$ cat src/rtl/ula_pkg.sv
`default_nettype none
// ============================================================================
// ula_pkg : shared opcode/funct/ALU codes and sequencer states for the
//           ALU control decoder with iterative multiply/divide.
// Rev 1.0
// ============================================================================
package ula_pkg;

    localparam logic [1:0] c_op_add   = 2'b00;
    localparam logic [1:0] c_op_sub   = 2'b01;
    localparam logic [1:0] c_op_funct = 2'b10;
    localparam logic [1:0] c_op_or    = 2'b11;

    localparam logic [5:0] c_f_add   = 6'b100000;
    localparam logic [5:0] c_f_sub   = 6'b100010;
    localparam logic [5:0] c_f_and   = 6'b100100;
    localparam logic [5:0] c_f_or    = 6'b100101;
    localparam logic [5:0] c_f_slt   = 6'b101010;
    localparam logic [5:0] c_f_jr    = 6'b001000;
    localparam logic [5:0] c_f_mfhi  = 6'b010000;
    localparam logic [5:0] c_f_mflo  = 6'b010010;
    localparam logic [5:0] c_f_mult  = 6'b011000;
    localparam logic [5:0] c_f_multu = 6'b011001;
    localparam logic [5:0] c_f_div   = 6'b011010;
    localparam logic [5:0] c_f_divu  = 6'b011011;

    localparam logic [2:0] c_ula_add = 3'b010;
    localparam logic [2:0] c_ula_sub = 3'b110;
    localparam logic [2:0] c_ula_and = 3'b000;
    localparam logic [2:0] c_ula_or  = 3'b001;
    localparam logic [2:0] c_ula_slt = 3'b111;

    typedef enum logic [1:0] {
        OCIOSO = 2'd0,
        MULT   = 2'd1,
        DIV    = 2'd2,
        AJUSTE = 2'd3
    } estado_t;

    function automatic logic [2:0] decodifica_ula(input logic [1:0] op, input logic [5:0] f);
        logic [2:0] r;
        r = c_ula_add;
        case (op)
            c_op_add: r = c_ula_add;
            c_op_sub: r = c_ula_sub;
            c_op_or:  r = c_ula_or;
            default: begin
                case (f)
                    c_f_add: r = c_ula_add;
                    c_f_sub: r = c_ula_sub;
                    c_f_and: r = c_ula_and;
                    c_f_or:  r = c_ula_or;
                    c_f_slt: r = c_ula_slt;
                    default: r = c_ula_add;
                endcase
            end
        endcase
        return r;
    endfunction

endpackage
`default_nettype wire

$ cat src/rtl/unidade_mult_div.sv
`default_nettype none
// ============================================================================
// unidade_mult_div : iterative shift-add multiplier / restoring divider on
//                    unsigned magnitudes, with sign fix-up into HI/LO.
// Rev 1.0
// ============================================================================
module unidade_mult_div
    import ula_pkg::*;
#(
    parameter int DATA_WIDTH = 32
) (
    input  logic                  clk_i,
    input  logic                  rst_n_i,
    input  logic                  carregar_i,
    input  logic                  op_div_i,
    input  logic                  op_sinal_i,
    input  logic                  div0_i,
    input  logic                  iterar_i,
    input  logic                  ajustar_i,
    input  logic [DATA_WIDTH-1:0] operando_a_i,
    input  logic [DATA_WIDTH-1:0] operando_b_i,
    output logic                  cont_zero_o,
    output logic                  pronto_o,
    output logic                  erro_div0_o,
    output logic [DATA_WIDTH-1:0] hi_o,
    output logic [DATA_WIDTH-1:0] lo_o
);

    localparam int CW = $clog2(DATA_WIDTH);

    // acc: partial product high half / remainder; mq: multiplier / quotient
    logic [DATA_WIDTH-1:0] acc_q, acc_d, mq_q, mq_d, opb_q, opb_d;
    logic [DATA_WIDTH-1:0] hi_q, hi_d, lo_q, lo_d;
    logic [CW-1:0]         cont_q, cont_d;
    logic                  div_q, div_d, neg_q, neg_d, neg_r_q, neg_r_d;
    logic                  div0_q, div0_d, pronto_q, pronto_d, erro_q, erro_d;

    logic [DATA_WIDTH-1:0]   w_mag_a, w_mag_b;
    logic [DATA_WIDTH:0]     w_soma, w_resto_desl, w_dif;
    logic [2*DATA_WIDTH-1:0] w_prod;

    assign w_mag_a = (op_sinal_i && operando_a_i[DATA_WIDTH-1]) ? -operando_a_i : operando_a_i;
    assign w_mag_b = (op_sinal_i && operando_b_i[DATA_WIDTH-1]) ? -operando_b_i : operando_b_i;

    assign w_soma       = {1'b0, acc_q} + (mq_q[0] ? {1'b0, opb_q} : '0);
    assign w_resto_desl = {acc_q, mq_q[DATA_WIDTH-1]};
    assign w_dif        = w_resto_desl - {1'b0, opb_q};
    assign w_prod       = {acc_q, mq_q};

    always_comb begin
        acc_d    = acc_q;
        mq_d     = mq_q;
        opb_d    = opb_q;
        hi_d     = hi_q;
        lo_d     = lo_q;
        cont_d   = cont_q;
        div_d    = div_q;
        neg_d    = neg_q;
        neg_r_d  = neg_r_q;
        div0_d   = div0_q;
        pronto_d = 1'b0;
        erro_d   = 1'b0;

        if (carregar_i) begin
            div_d   = op_div_i;
            div0_d  = div0_i;
            neg_d   = op_sinal_i & (operando_a_i[DATA_WIDTH-1] ^ operando_b_i[DATA_WIDTH-1]);
            neg_r_d = op_sinal_i & operando_a_i[DATA_WIDTH-1];
            cont_d  = CW'(DATA_WIDTH - 1);
            opb_d   = w_mag_b;
            if (div0_i) begin
                // raw dividend goes straight to HI, LO reports all ones
                acc_d = operando_a_i;
                mq_d  = '1;
            end else begin
                acc_d = '0;
                mq_d  = w_mag_a;
            end
        end else if (iterar_i) begin
            if (cont_q != '0) begin
                cont_d = cont_q - 1'b1;
            end
            if (div_q) begin
                if (!w_dif[DATA_WIDTH]) begin
                    acc_d = w_dif[DATA_WIDTH-1:0];
                    mq_d  = {mq_q[DATA_WIDTH-2:0], 1'b1};
                end else begin
                    acc_d = w_resto_desl[DATA_WIDTH-1:0];
                    mq_d  = {mq_q[DATA_WIDTH-2:0], 1'b0};
                end
            end else begin
                acc_d = w_soma[DATA_WIDTH:1];
                mq_d  = {w_soma[0], mq_q[DATA_WIDTH-1:1]};
            end
        end else if (ajustar_i) begin
            pronto_d = 1'b1;
            if (div0_q) begin
                hi_d   = acc_q;
                lo_d   = mq_q;
                erro_d = 1'b1;
            end else if (div_q) begin
                lo_d = neg_q ? -mq_q : mq_q;
                hi_d = neg_r_q ? -acc_q : acc_q;
            end else begin
                {hi_d, lo_d} = neg_q ? -w_prod : w_prod;
            end
        end
    end

    always_ff @(posedge clk_i or negedge rst_n_i) begin
        if (!rst_n_i) begin
            acc_q    <= '0;
            mq_q     <= '0;
            opb_q    <= '0;
            hi_q     <= '0;
            lo_q     <= '0;
            cont_q   <= '0;
            div_q    <= 1'b0;
            neg_q    <= 1'b0;
            neg_r_q  <= 1'b0;
            div0_q   <= 1'b0;
            pronto_q <= 1'b0;
            erro_q   <= 1'b0;
        end else begin
            acc_q    <= acc_d;
            mq_q     <= mq_d;
            opb_q    <= opb_d;
            hi_q     <= hi_d;
            lo_q     <= lo_d;
            cont_q   <= cont_d;
            div_q    <= div_d;
            neg_q    <= neg_d;
            neg_r_q  <= neg_r_d;
            div0_q   <= div0_d;
            pronto_q <= pronto_d;
            erro_q   <= erro_d;
        end
    end

    assign cont_zero_o = (cont_q == '0);
    assign pronto_o    = pronto_q;
    assign erro_div0_o = erro_q;
    assign hi_o        = hi_q;
    assign lo_o        = lo_q;

endmodule
`default_nettype wire

$ cat src/rtl/controle_ula_seq.sv
`default_nettype none
// ============================================================================
// controle_ula_seq : ALU control decode plus a sequencer for iterative
//                    mult/multu/div/divu into HI/LO, stalling while busy.
// Rev 1.0
// ============================================================================
module controle_ula_seq
    import ula_pkg::*;
#(
    parameter int DATA_WIDTH  = 32,
    parameter int FUNCT_WIDTH = 6
) (
    input  logic                   clock,
    input  logic                   reset_n,
    input  logic [1:0]             ula_opcode,
    input  logic [FUNCT_WIDTH-1:0] funcao,
    input  logic                   valido,
    input  logic [DATA_WIDTH-1:0]  operando_a,
    input  logic [DATA_WIDTH-1:0]  operando_b,
    output logic [2:0]             ula_control,
    output logic                   controle_jr,
    output logic                   ocupado,
    output logic                   pronto,
    output logic                   erro_div0,
    output logic [DATA_WIDTH-1:0]  resultado_mf,
    output logic [DATA_WIDTH-1:0]  hi,
    output logic [DATA_WIDTH-1:0]  lo
);

    estado_t estado_q, estado_d;

    logic [5:0] w_funct;
    logic       w_eh_r, w_md, w_inicio, w_eh_div, w_sinal, w_div0, w_cont_zero;

    assign w_funct  = funcao[5:0];
    assign w_eh_r   = (ula_opcode == c_op_funct);
    assign w_md     = w_eh_r && ((w_funct == c_f_mult) || (w_funct == c_f_multu) ||
                                 (w_funct == c_f_div)  || (w_funct == c_f_divu));
    assign w_inicio = valido && w_md && (estado_q == OCIOSO);
    // funct bit 1 selects divide, bit 0 selects the unsigned variant
    assign w_eh_div = w_funct[1];
    assign w_sinal  = ~w_funct[0];
    assign w_div0   = w_eh_div && (operando_b == '0);

    assign ula_control = decodifica_ula(ula_opcode, w_funct);
    assign controle_jr = w_eh_r && (w_funct == c_f_jr);
    assign ocupado     = (estado_q != OCIOSO);

    always_comb begin
        resultado_mf = '0;
        if (w_eh_r && (w_funct == c_f_mfhi)) begin
            resultado_mf = hi;
        end else if (w_eh_r && (w_funct == c_f_mflo)) begin
            resultado_mf = lo;
        end
    end

    always_comb begin
        estado_d = estado_q;
        case (estado_q)
            OCIOSO: begin
                if (w_inicio) begin
                    if (!w_eh_div)   estado_d = MULT;
                    else if (w_div0) estado_d = AJUSTE;
                    else             estado_d = DIV;
                end
            end
            MULT, DIV: begin
                if (w_cont_zero) estado_d = AJUSTE;
            end
            AJUSTE:  estado_d = OCIOSO;
            default: estado_d = OCIOSO;
        endcase
    end

    always_ff @(posedge clock or negedge reset_n) begin
        if (!reset_n) begin
            estado_q <= OCIOSO;
        end else begin
            estado_q <= estado_d;
        end
    end

    unidade_mult_div #(
        .DATA_WIDTH (DATA_WIDTH)
    ) u_unidade_mult_div (
        .clk_i        (clock),
        .rst_n_i      (reset_n),
        .carregar_i   (w_inicio),
        .op_div_i     (w_eh_div),
        .op_sinal_i   (w_sinal),
        .div0_i       (w_div0),
        .iterar_i     ((estado_q == MULT) || (estado_q == DIV)),
        .ajustar_i    (estado_q == AJUSTE),
        .operando_a_i (operando_a),
        .operando_b_i (operando_b),
        .cont_zero_o  (w_cont_zero),
        .pronto_o     (pronto),
        .erro_div0_o  (erro_div0),
        .hi_o         (hi),
        .lo_o         (lo)
    );

endmodule
`default_nettype wire
$ cat config.mk
export PLATFORM = sky130hd
export DESIGN_NAME = controle_ula_seq
export DESIGN_NICKNAME = d
export VERILOG_FILES = /design/src/rtl/ula_pkg.sv /design/src/rtl/unidade_mult_div.sv /design/src/rtl/controle_ula_seq.sv
export SDC_FILE = /design/constraint.sdc
export NUM_CORES = 1
export LEC_CHECK = 0
export ABC_AREA = 0
export ABC_CLOCK_PERIOD_IN_PS = 4950
export CORE_UTILIZATION = 58
export CTS_BUF_LIST = sky130_fd_sc_hd__clkbuf_16
export DETAILED_ROUTE_END_ITERATION = 10
export GPL_ROUTABILITY_DRIVEN = 1
export GPL_TIMING_DRIVEN = 0
export PLACE_DENSITY = 0.82
export SYNTH_ARGS = -nofsm -noshare
export SYNTH_HDL_FRONTEND = slang
export SYNTH_HIERARCHICAL = 1
export SYNTH_SLANG_ARGS = --single-unit
$ cat constraint.sdc
create_clock -name clock -period 4.95 [get_ports clock]
set_clock_uncertainty 0.1 [all_clocks]
set_input_delay 0.7425 -clock clock [delete_from_list [all_inputs] [get_ports clock]]
set_output_delay 0.7425 -clock clock [all_outputs]
set_load 0.005 [all_outputs]
==> insert_results.sql, run 1 <==
INSERT INTO impl_metrics (metric_group, metric, value, unit) VALUES
('clock_tree', 'tritoncts', 'built', ''),
('layout', 'drive_above_1_share', '0.0395', ''),
('sta', 'maxSlewViolCount', '0', ''),
('yosys', 'proportion_of_synthesized_chip_area_in_sequential_cells', '0.285', ''),
('yosys', 'synthMostInstantiatedCell', 'sky130_fd_sc_hd__nor2_1', ''),
('drt', 'post-route-drc-count', '0', ''),
('drt', 'wirelength', '62600', 'um'),
('critical_path', 'path_type_of_the_worst_setup_path', 'reg -> reg', ''),
('yosys', 'synth.lib_cells_used.distinct', '87', ''),
('critical_path', 'timing.critical_path.arrival', '4.90', 'ns'),
('global_routing', 'largest_net_degree_at_the_start_of_global_routing', '106', ''),
('drt', 'detailedRoute.firstPassIterationCount', '9', ''),
('clock_tree', 'clock-root-buffer', 'sky130_fd_sc_hd__clkbuf_16', ''),
('floorplan', 'fp.dieArea', '0.0268', 'sq mm'),
('global_routing', 'antenna_found_initial', '1', ''),
('flow_run', 'maxCapViolations', '0', ''),
('critical_path', 'slowest_stage', 'sky130_fd_sc_hd__dfrtp_1', ''),
('clock_tree', 'max-clock-path-buffers', '2', ''),
('sta', 'min_period', '4.67', 'ns'),
('layout', 'layout.nets', '2339', ''),
('global_routing', 'vias_in_the_first_global_route', '16000', ''),
('sta', 'post-route-period-util', '0.944', ''),
('floorplan', 'placeableCoreArea', '0.0254', 'sq mm'),
('yosys', 'synth-edff-count', '0', ''),
('sta', 'final_critical_path_setup_slack', '0.279', 'ns'),
('sta', 'worst_slew_margin_rel', '0.278', ''),
('drt', 'detailedRoute.firstIterationViolations', '2346', ''),
('global_routing', 'grt_total_ovfl', '0', ''),
('yosys', 'yosysTopAreaCellShare', '0.285', ''),
('yosys', 'ys.warnings.count', '6', ''),
('status', 'run_status', 'completed', ''),
('critical_path', 'timing.critical_path.buf_inv', '3', ''),
('critical_path', 'worst_path_dominant_cell_family', 'compound AO/OA/AOI/OAI gates', ''),
('layout', 'finish.instance_area', '0.0180', 'sq mm'),
('clock_tree', 'clock_insertion_delay_worst_skew', '0.45', 'ns'),
('yosys', 'ys_top_cells_by_area', 'sky130_fd_sc_hd__dfrtp_1 (29%), sky130_fd_sc_hd__a21oi_1 (6.7%), sky130_fd_sc_hd__nor2_1 (6.7%), sky130_fd_sc_hd__ha_1 (5.9%), sky130_fd_sc_hd__o21ai_0 (5.6%)', ''),
('floorplan', 'row_count', '58', ''),
('clock_tree', 'clk_pin_slew_worst_paths', '0.08', 'ns'),
('layout', 'syn_to_final_growth', '18.6', '%'),
('yosys', 'synth_commonest_cells', 'sky130_fd_sc_hd__nor2_1 (270), sky130_fd_sc_hd__nand2_1 (205), sky130_fd_sc_hd__a21oi_1 (203)', ''),
('pwr', 'total_leakage_power', '7.27', 'nW'),
('placement', 'gp_congestion', '1.10', ''),
('yosys', 'synth_top_flop_cell', 'sky130_fd_sc_hd__dfrtp_1', ''),
('floorplan', 'die_height', '164', 'um'),
('floorplan', 'ios', '178', ''),
('layout', 'layout.core_utilization', '0.709', ''),
('min_path', 'min_path_type', 'in -> async', ''),
('drt', 'drt-vias-per-instance', '6.83', ''),
('yosys', 'synth_cells', '1994', ''),
('yosys', 'synth-async-reset-ratio', '1.00', ''),
('clock_tree', 'htreeDepth', '4', ''),
('yosys', 'syn_area_per_cell', '7.62', 'sq um'),
('drt', 'antenna_left', '0', ''),
('pwr', 'powerDensity', '709', 'mW/mm^2'),
('critical_path', 'worstPathCellList', 'inv_1 > ha_1 > fa_1 > nand2b_1 > a211oi_2 > nor2_1 > o21ai_1 > a221o_2 > or2_2 > buf_2 > clkbuf_1 > nor2_1 > a21oi_1 > a21oi_1', ''),
('critical_path', 'cp-start-kind', 'flop', ''),
('sta', 'post_route_worst_hold_slack', '0.230', 'ns'),
('placement', 'post_dp_cell_area', '0.0174', 'sq mm'),
('yosys', 'syn-num-nets', '2143', ''),
('critical_path', 'worst_path_largest_cell_delay', '0.61', 'ns'),
('clock_tree', 'number_of_hold_repair_buffers_added_at_the_cts_stage', '0', ''),
('pwr', 'p_total', '0.0128', 'W'),
('global_routing', 'globalRouteTotalUtil', '0.465', ''),
('drt', 'post_drt_wl_per_cell', '24.7', 'um'),
('global_routing', 'grt_pass1_wl', '93000', 'um'),
('yosys', 'synth-seq-cells', '173', ''),
('critical_path', 'required_arrival_time_at_the_worst_endpoint', '5.18', 'ns'),
('sta', 'rsz0062_at_grt', 'false', ''),
('placement', 'dp_worst_setup_slack', '0.0623', 'ns'),
('clock_tree', 'cts-buffers-inserted', '17', ''),
('yosys', 'synth.cell_area', '0.0152', 'sq mm');
[area by class of cell]
cell class	count	area, sq um
Fill cell	2069	7390
Multi-Input combinational cell	1630	10100
Timing Repair Buffer	177	1790
Sequential cell	173	4330
Tap cell	330	413
Clock inverter	15	169
Inverter	73	274
Clock buffer	17	425
Buffer	118	490
[cells by family after synthesis]
| group | after synthesis | synth area share |
|---|---|---|
| xor+xnor | 173 | 0.0998 |
| mux | 34 | 0.0234 |
| fa+ha+maj | 74 | 0.0620 |
| compound gates | 623 | 0.256 |
| flops | 173 | 0.285 |
| buf+inv | 191 | 0.0503 |
| simple gates | 726 | 0.223 |
[metal layers]
| layer | GRT usage | part of all wire |
|---|---|---|
| met5 | 0 | 0.00019 |
| met1 | 0.581 | 0.36 |
| met3 | 0.135 | 0.14 |
| met4 | 0.295 | 0.070 |
| met2 | 0.704 | 0.43 |
[through the flow]
stage | cells | TNS [ns]
after CTS | 2533 | 0
final | 2533 | 0
after global routing | 2533 | 0
after detailed placement | 2501 | 0
after global placement | 2500 | -685.34
after floorplan | 1994 | 0
[cell usage in the layout, fill, tap and decap left out, types with 12 or more instances in the layout]
cell type / instances
sky130_fd_sc_hd__a21o_1: 20
sky130_fd_sc_hd__a21oi_1: 203
sky130_fd_sc_hd__a221oi_1: 20
sky130_fd_sc_hd__a22o_1: 32
sky130_fd_sc_hd__a31oi_1: 33
sky130_fd_sc_hd__buf_1: 13
sky130_fd_sc_hd__clkbuf_1: 92
sky130_fd_sc_hd__clkbuf_16: 17
sky130_fd_sc_hd__clkdlybuf4s50_1: 175
sky130_fd_sc_hd__dfrtp_1: 173
sky130_fd_sc_hd__ha_1: 72
sky130_fd_sc_hd__inv_1: 73
sky130_fd_sc_hd__mux2_2: 12
sky130_fd_sc_hd__mux2i_1: 22
sky130_fd_sc_hd__nand2_1: 205
sky130_fd_sc_hd__nand2b_1: 19
sky130_fd_sc_hd__nand3_1: 26
sky130_fd_sc_hd__nand4_1: 13
sky130_fd_sc_hd__nor2_1: 270
sky130_fd_sc_hd__nor2b_1: 13
sky130_fd_sc_hd__nor3_1: 61
sky130_fd_sc_hd__nor4_1: 27
sky130_fd_sc_hd__o21ai_0: 168
sky130_fd_sc_hd__o21bai_1: 14
sky130_fd_sc_hd__o31ai_1: 22
sky130_fd_sc_hd__or3_1: 17
sky130_fd_sc_hd__or4_1: 14
sky130_fd_sc_hd__xnor2_1: 94
sky130_fd_sc_hd__xor2_1: 79
[worst register-to-register path, stage by stage (launching register included)]
cell and delay [ns]:
sky130_fd_sc_hd__dfrtp_1 0.61, sky130_fd_sc_hd__inv_1 0.11, sky130_fd_sc_hd__ha_1 0.30, sky130_fd_sc_hd__fa_1 0.44
sky130_fd_sc_hd__nand2b_1 0.20, sky130_fd_sc_hd__a211oi_2 0.38, sky130_fd_sc_hd__nor2_1 0.12, sky130_fd_sc_hd__o21ai_1 0.49
sky130_fd_sc_hd__a221o_2 0.43, sky130_fd_sc_hd__or2_2 0.16, sky130_fd_sc_hd__buf_2 0.28, sky130_fd_sc_hd__clkbuf_1 0.50
sky130_fd_sc_hd__nor2_1 0.11, sky130_fd_sc_hd__a21oi_1 0.23, sky130_fd_sc_hd__a21oi_1 0.10
[sequential cells by signal, indices dropped and copies added, names as in the netlist]
name                            cells
u_unidade_mult_div/pronto_o         1
u_unidade_mult_div/neg_q            1
u_unidade_mult_div/hi_o            32
estado_q                            2
u_unidade_mult_div/acc_q           32
u_unidade_mult_div/neg_r_q          1
u_unidade_mult_div/div0_q           1
u_unidade_mult_div/cont_q           5
u_unidade_mult_div/mq_q            32
u_unidade_mult_div/erro_div0_o      1
u_unidade_mult_div/opb_q           32
u_unidade_mult_div/div_q            1
u_unidade_mult_div/lo_o            32
[power by group]
group / switching [W] / leakage (nW) / internal [W]
Combinational: 0.00517 / 4.90 / 0.00316
Sequential: 0.000980 / 2.09 / 0.00206
Clock: 0.000712 / 0.287 / 0.000681
[path summary, 6_finish.rpt]
kind                                                          from                                       end  slack [ns]  cells after the start
setup / recovery           u_unidade_mult_div/mq_q[31]$_DFFE_PN0P_  u_unidade_mult_div/acc_q[21]$_DFFE_PN0P_        0.28                     14
hold / removal                                             reset_n  u_unidade_mult_div/cont_q[0]$_DFFE_PN0P_        0.23                      1
setup reg to reg           u_unidade_mult_div/mq_q[31]$_DFFE_PN0P_  u_unidade_mult_div/acc_q[21]$_DFFE_PN0P_        0.28                     14
hold reg to reg            u_unidade_mult_div/hi_o[31]$_DFFE_PN0P_   u_unidade_mult_div/hi_o[31]$_DFFE_PN0P_        0.42                      2
max in group asynchronous                                  reset_n  u_unidade_mult_div/acc_q[27]$_DFFE_PN0P_        3.64                      2
min in group clock         u_unidade_mult_div/hi_o[31]$_DFFE_PN0P_   u_unidade_mult_div/hi_o[31]$_DFFE_PN0P_        0.42                      2
[what timing repair did]
item                       in CTS  in global routing
setup buffers                   0                  0
setup endpoints to repair       1                 14
resized for setup               1                  4
hold endpoints to repair        0                  0
Power figures use the tool's default switching activity.
==> inputs of run 2 (changes only) <==
--- a/config.mk
+++ b/config.mk
@@ -7,12 +7,12 @@
 export LEC_CHECK = 0
 export ABC_AREA = 0
 export ABC_CLOCK_PERIOD_IN_PS = 4950
-export CORE_UTILIZATION = 58
+export CORE_UTILIZATION = 32
 export CTS_BUF_LIST = sky130_fd_sc_hd__clkbuf_16
 export DETAILED_ROUTE_END_ITERATION = 10
 export GPL_ROUTABILITY_DRIVEN = 1
 export GPL_TIMING_DRIVEN = 0
-export PLACE_DENSITY = 0.82
+export SLEW_MARGIN = 0
 export SYNTH_ARGS = -nofsm -noshare
 export SYNTH_HDL_FRONTEND = slang
 export SYNTH_HIERARCHICAL = 1
==> insert_results.sql, run 2 (synthesized netlist as in run 1, its figures left out) <==
INSERT INTO impl_metrics (metric_group, metric, value, unit) VALUES
('status', 'run_status', 'finished, violations left', ''),
('status', 'failed_checks', 'design-rule violations', ''),
('placement', 'dp_hpwl', '51700', 'um'),
('critical_path', 'cp-start-kind', 'flop', ''),
('critical_path', 'critical_path.endpoint_type', 'flop', ''),
('layout', 'layout.nets', '2339', ''),
('drt', 'via_count', '16400', ''),
('layout', 'multiInputGateArea', '0.0101', 'sq mm'),
('critical_path', 'path_type_of_the_worst_setup_path', 'reg -> reg', ''),
('layout', 'drive_above_1_share', '0.0399', ''),
('drt', 'wirelength', '65400', 'um'),
('sta', 'worst_slew_margin_rel', '0.0926', ''),
('clock_tree', 'clock_insertion_delay_worst_skew', '0.48', 'ns'),
('sta', 'maxSlewViolCount', '0', ''),
('floorplan', 'placeableCoreArea', '0.0467', 'sq mm'),
('layout', 'final.fill_count', '4903', ''),
('pwr', 'powerDensity', '688', 'mW/mm^2'),
('placement', 'io_buffers', '176', ''),
('min_path', 'min_path_type', 'in -> async', ''),
('drt', 'post-route-drc-count', '42', ''),
('sta', 'timing.fmax', '209', 'MHz'),
('global_routing', 'grt_total_ovfl', '0', ''),
('placement', 'dp.cells', '2778', ''),
('drt', 'detailedRoute.firstPassIterationCount', '11', ''),
('floorplan', 'fp.dieArea', '0.0483', 'sq mm'),
('global_routing', 'vias_in_the_first_global_route', '15700', ''),
('layout', 'mostFrequentLayoutCell', 'sky130_fd_sc_hd__nor2_1', ''),
('layout', 'layout.area.seq', '0.00433', 'sq mm'),
('layout', 'post_layout_nonfiller_instances', '2810', ''),
('clock_tree', 'max-clock-path-buffers', '2', ''),
('placement', 'post_dp_cell_area', '0.0177', 'sq mm'),
('global_routing', 'largest_net_degree_at_the_start_of_global_routing', '116', ''),
('floorplan', 'floorplan.die.width', '220', 'um'),
('placement', 'gp_congestion', '1.02', ''),
('clock_tree', 'tritoncts', 'built', ''),
('drt', 'antenna_left', '0', ''),
('drt', 'detailedRoute.firstIterationViolations', '1701', ''),
('global_routing', 'antenna_found_initial', '0', ''),
('clock_tree', 'htreeDepth', '4', ''),
('layout', 'layout.cells.most_common_list', 'sky130_fd_sc_hd__nor2_1 (270), sky130_fd_sc_hd__nand2_1 (205), sky130_fd_sc_hd__a21oi_1 (203)', ''),
('clock_tree', 'cts-buffers-inserted', '17', ''),
('layout', 'finish.instance_area', '0.0184', 'sq mm'),
('critical_path', 'required_arrival_time_at_the_worst_endpoint', '5.19', 'ns'),
('critical_path', 'largest_fanout_on_the_critical_path', '10', ''),
('sta', 'tightestPinTransition', '1.36', 'ns'),
('pwr', 'total_leakage_power', '7.29', 'nW'),
('floorplan', 'die_height', '220', 'um'),
('sta', 'min_period', '4.79', 'ns'),
('layout', 'insertedDiodeCount', '0', ''),
('floorplan', 'row_count', '79', ''),
('global_routing', 'grt_pass1_wl', '96900', 'um'),
('critical_path', 'reg2reg_from', 'u_unidade_mult_div/mq_q[0]$_DFFE_PN0P_', ''),
('clock_tree', 'clock-root-buffer', 'sky130_fd_sc_hd__clkbuf_16', ''),
('critical_path', 'timing.critical_path.arrival', '5.03', 'ns'),
('sta', 'rsz0062_at_grt', 'false', ''),
('sta', 'timing.final.hold_violations', '0', ''),
('clock_tree', 'cts_setup_buffers', '0', ''),
('drt', 'drt-vias-per-instance', '5.83', ''),
('drt', 'post_drt_wl_per_cell', '23.3', 'um'),
('pwr', 'irDropWorstVdd', '343', 'uV'),
('sta', 'post_route_worst_hold_slack', '0.108', 'ns'),
('global_routing', 'globalRouteTotalUtil', '0.270', ''),
('clock_tree', 'clk_pin_slew_worst_paths', '0.08', 'ns'),
('sta', 'setup_viol', '0', ''),
('critical_path', 'critPathLaunch', 'u_unidade_mult_div/mq_q[0]$_DFFE_PN0P_', ''),
('flow_run', 'maxCapViolations', '0', ''),
('layout', 'syn_to_final_growth', '21.0', '%'),
('floorplan', 'initial_core_util', '0.325', ''),
('floorplan', 'ios', '178', ''),
('sta', 'total_negative_slack', '0', 'ns'),
('sta', 'post-route-period-util', '0.968', ''),
('clock_tree', 'numClockSinks', '173', '');
-- run 2: cell count changes in the layout (fill, tap and decap cells not counted), moves of 2 or more --
| cell | change |
|---|---|
| sky130_fd_sc_hd__bufinv_16 | +2 |
| sky130_fd_sc_hd__clkbuf_2 | +2 |
| sky130_fd_sc_hd__clkinv_8 | -3 |
| sky130_fd_sc_hd__inv_8 | +2 |
| sky130_fd_sc_hd__inv_6 | -2 |
-- run 2: per-stage QoR --
| step | worst slack, ns | utilization | power [W] |
|---|---|---|---|
| CTS | 0.0635 | 0.393 | 0.0124 |
| floorplan | 1.46 | - | 0.00788 |
| global route | 0.00453 | 0.394 | 0.0135 |
| detailed placement | -0.204 | 0.380 | 0.0109 |
| finish | 0.156 | 0.394 | 0.0126 |
| global placement | -4.47 | 0.380 | 0.0108 |
-- run 2: cell type report --
cell class                 count  share of cell area
multi-input combinational   1630               0.550
sequential                   173               0.236
timing repair buffer         177              0.0977
tap                          607              0.0413
buffer                       118              0.0268
clock buffer                  17              0.0232
inverter                      73              0.0149
clock inverter                15              0.0105
-- run 2: critical path, cell delays in order, from the launching register on --
cell	delay [ns]
sky130_fd_sc_hd__dfrtp_1	0.45
sky130_fd_sc_hd__inv_1	0.45
sky130_fd_sc_hd__clkbuf_2	0.40
sky130_fd_sc_hd__ha_1	0.24
sky130_fd_sc_hd__or4b_4	0.48
sky130_fd_sc_hd__or4_4	0.48
sky130_fd_sc_hd__nor4_4	0.38
sky130_fd_sc_hd__and2_2	0.22
sky130_fd_sc_hd__clkbuf_1	0.37
sky130_fd_sc_hd__a21oi_1	0.14
sky130_fd_sc_hd__o21ai_1	0.24
sky130_fd_sc_hd__a21oi_1	0.13
sky130_fd_sc_hd__xnor2_1	0.43
sky130_fd_sc_hd__o21ai_0	0.14
-- run 2: report_power, final --
group | total (W) | internal [W] | switching [W] | leakage, nW
sequential | 0.00301 | 0.00206 | 0.000948 | 2.09
combinational | 0.00817 | 0.00315 | 0.00502 | 4.91
clock | 0.00146 | 0.000770 | 0.000694 | 0.298
total | 0.0126 | 0.00599 | 0.00666 | 7.29
-- run 2: path summary, 6_finish.rpt --
path / endpoint / slack (ns) / cells after the start
setup reg to reg: u_unidade_mult_div/hi_o[20]$_DFFE_PN0P_ / 0.16 / 13
min in group clock: u_unidade_mult_div/lo_o[0]$_DFFE_PN0P_ / 0.42 / 2
setup / recovery: u_unidade_mult_div/hi_o[20]$_DFFE_PN0P_ / 0.16 / 13
max in group asynchronous: u_unidade_mult_div/lo_o[1]$_DFFE_PN0P_ / 3.67 / 2
hold / removal: u_unidade_mult_div/opb_q[30]$_DFFE_PN0P_ / 0.11 / 1
hold reg to reg: u_unidade_mult_div/lo_o[0]$_DFFE_PN0P_ / 0.42 / 2
-- run 2: timing repair --
action                                  4_1_cts  5_1_grt
endpoints found under the setup margin       19       15
pin swaps                                     0        0
hold buffers                                  0        0
gates resized for setup                       1        5
-- run 2: per-layer routing --
metal,share of wire,vias up,GRT usage
met5,0,-,0
met4,0.048,0,0.132
met3,0.076,150,0.0457
met2,0.45,763,0.438
met1,0.42,7885,0.345
li1,-,7571,-
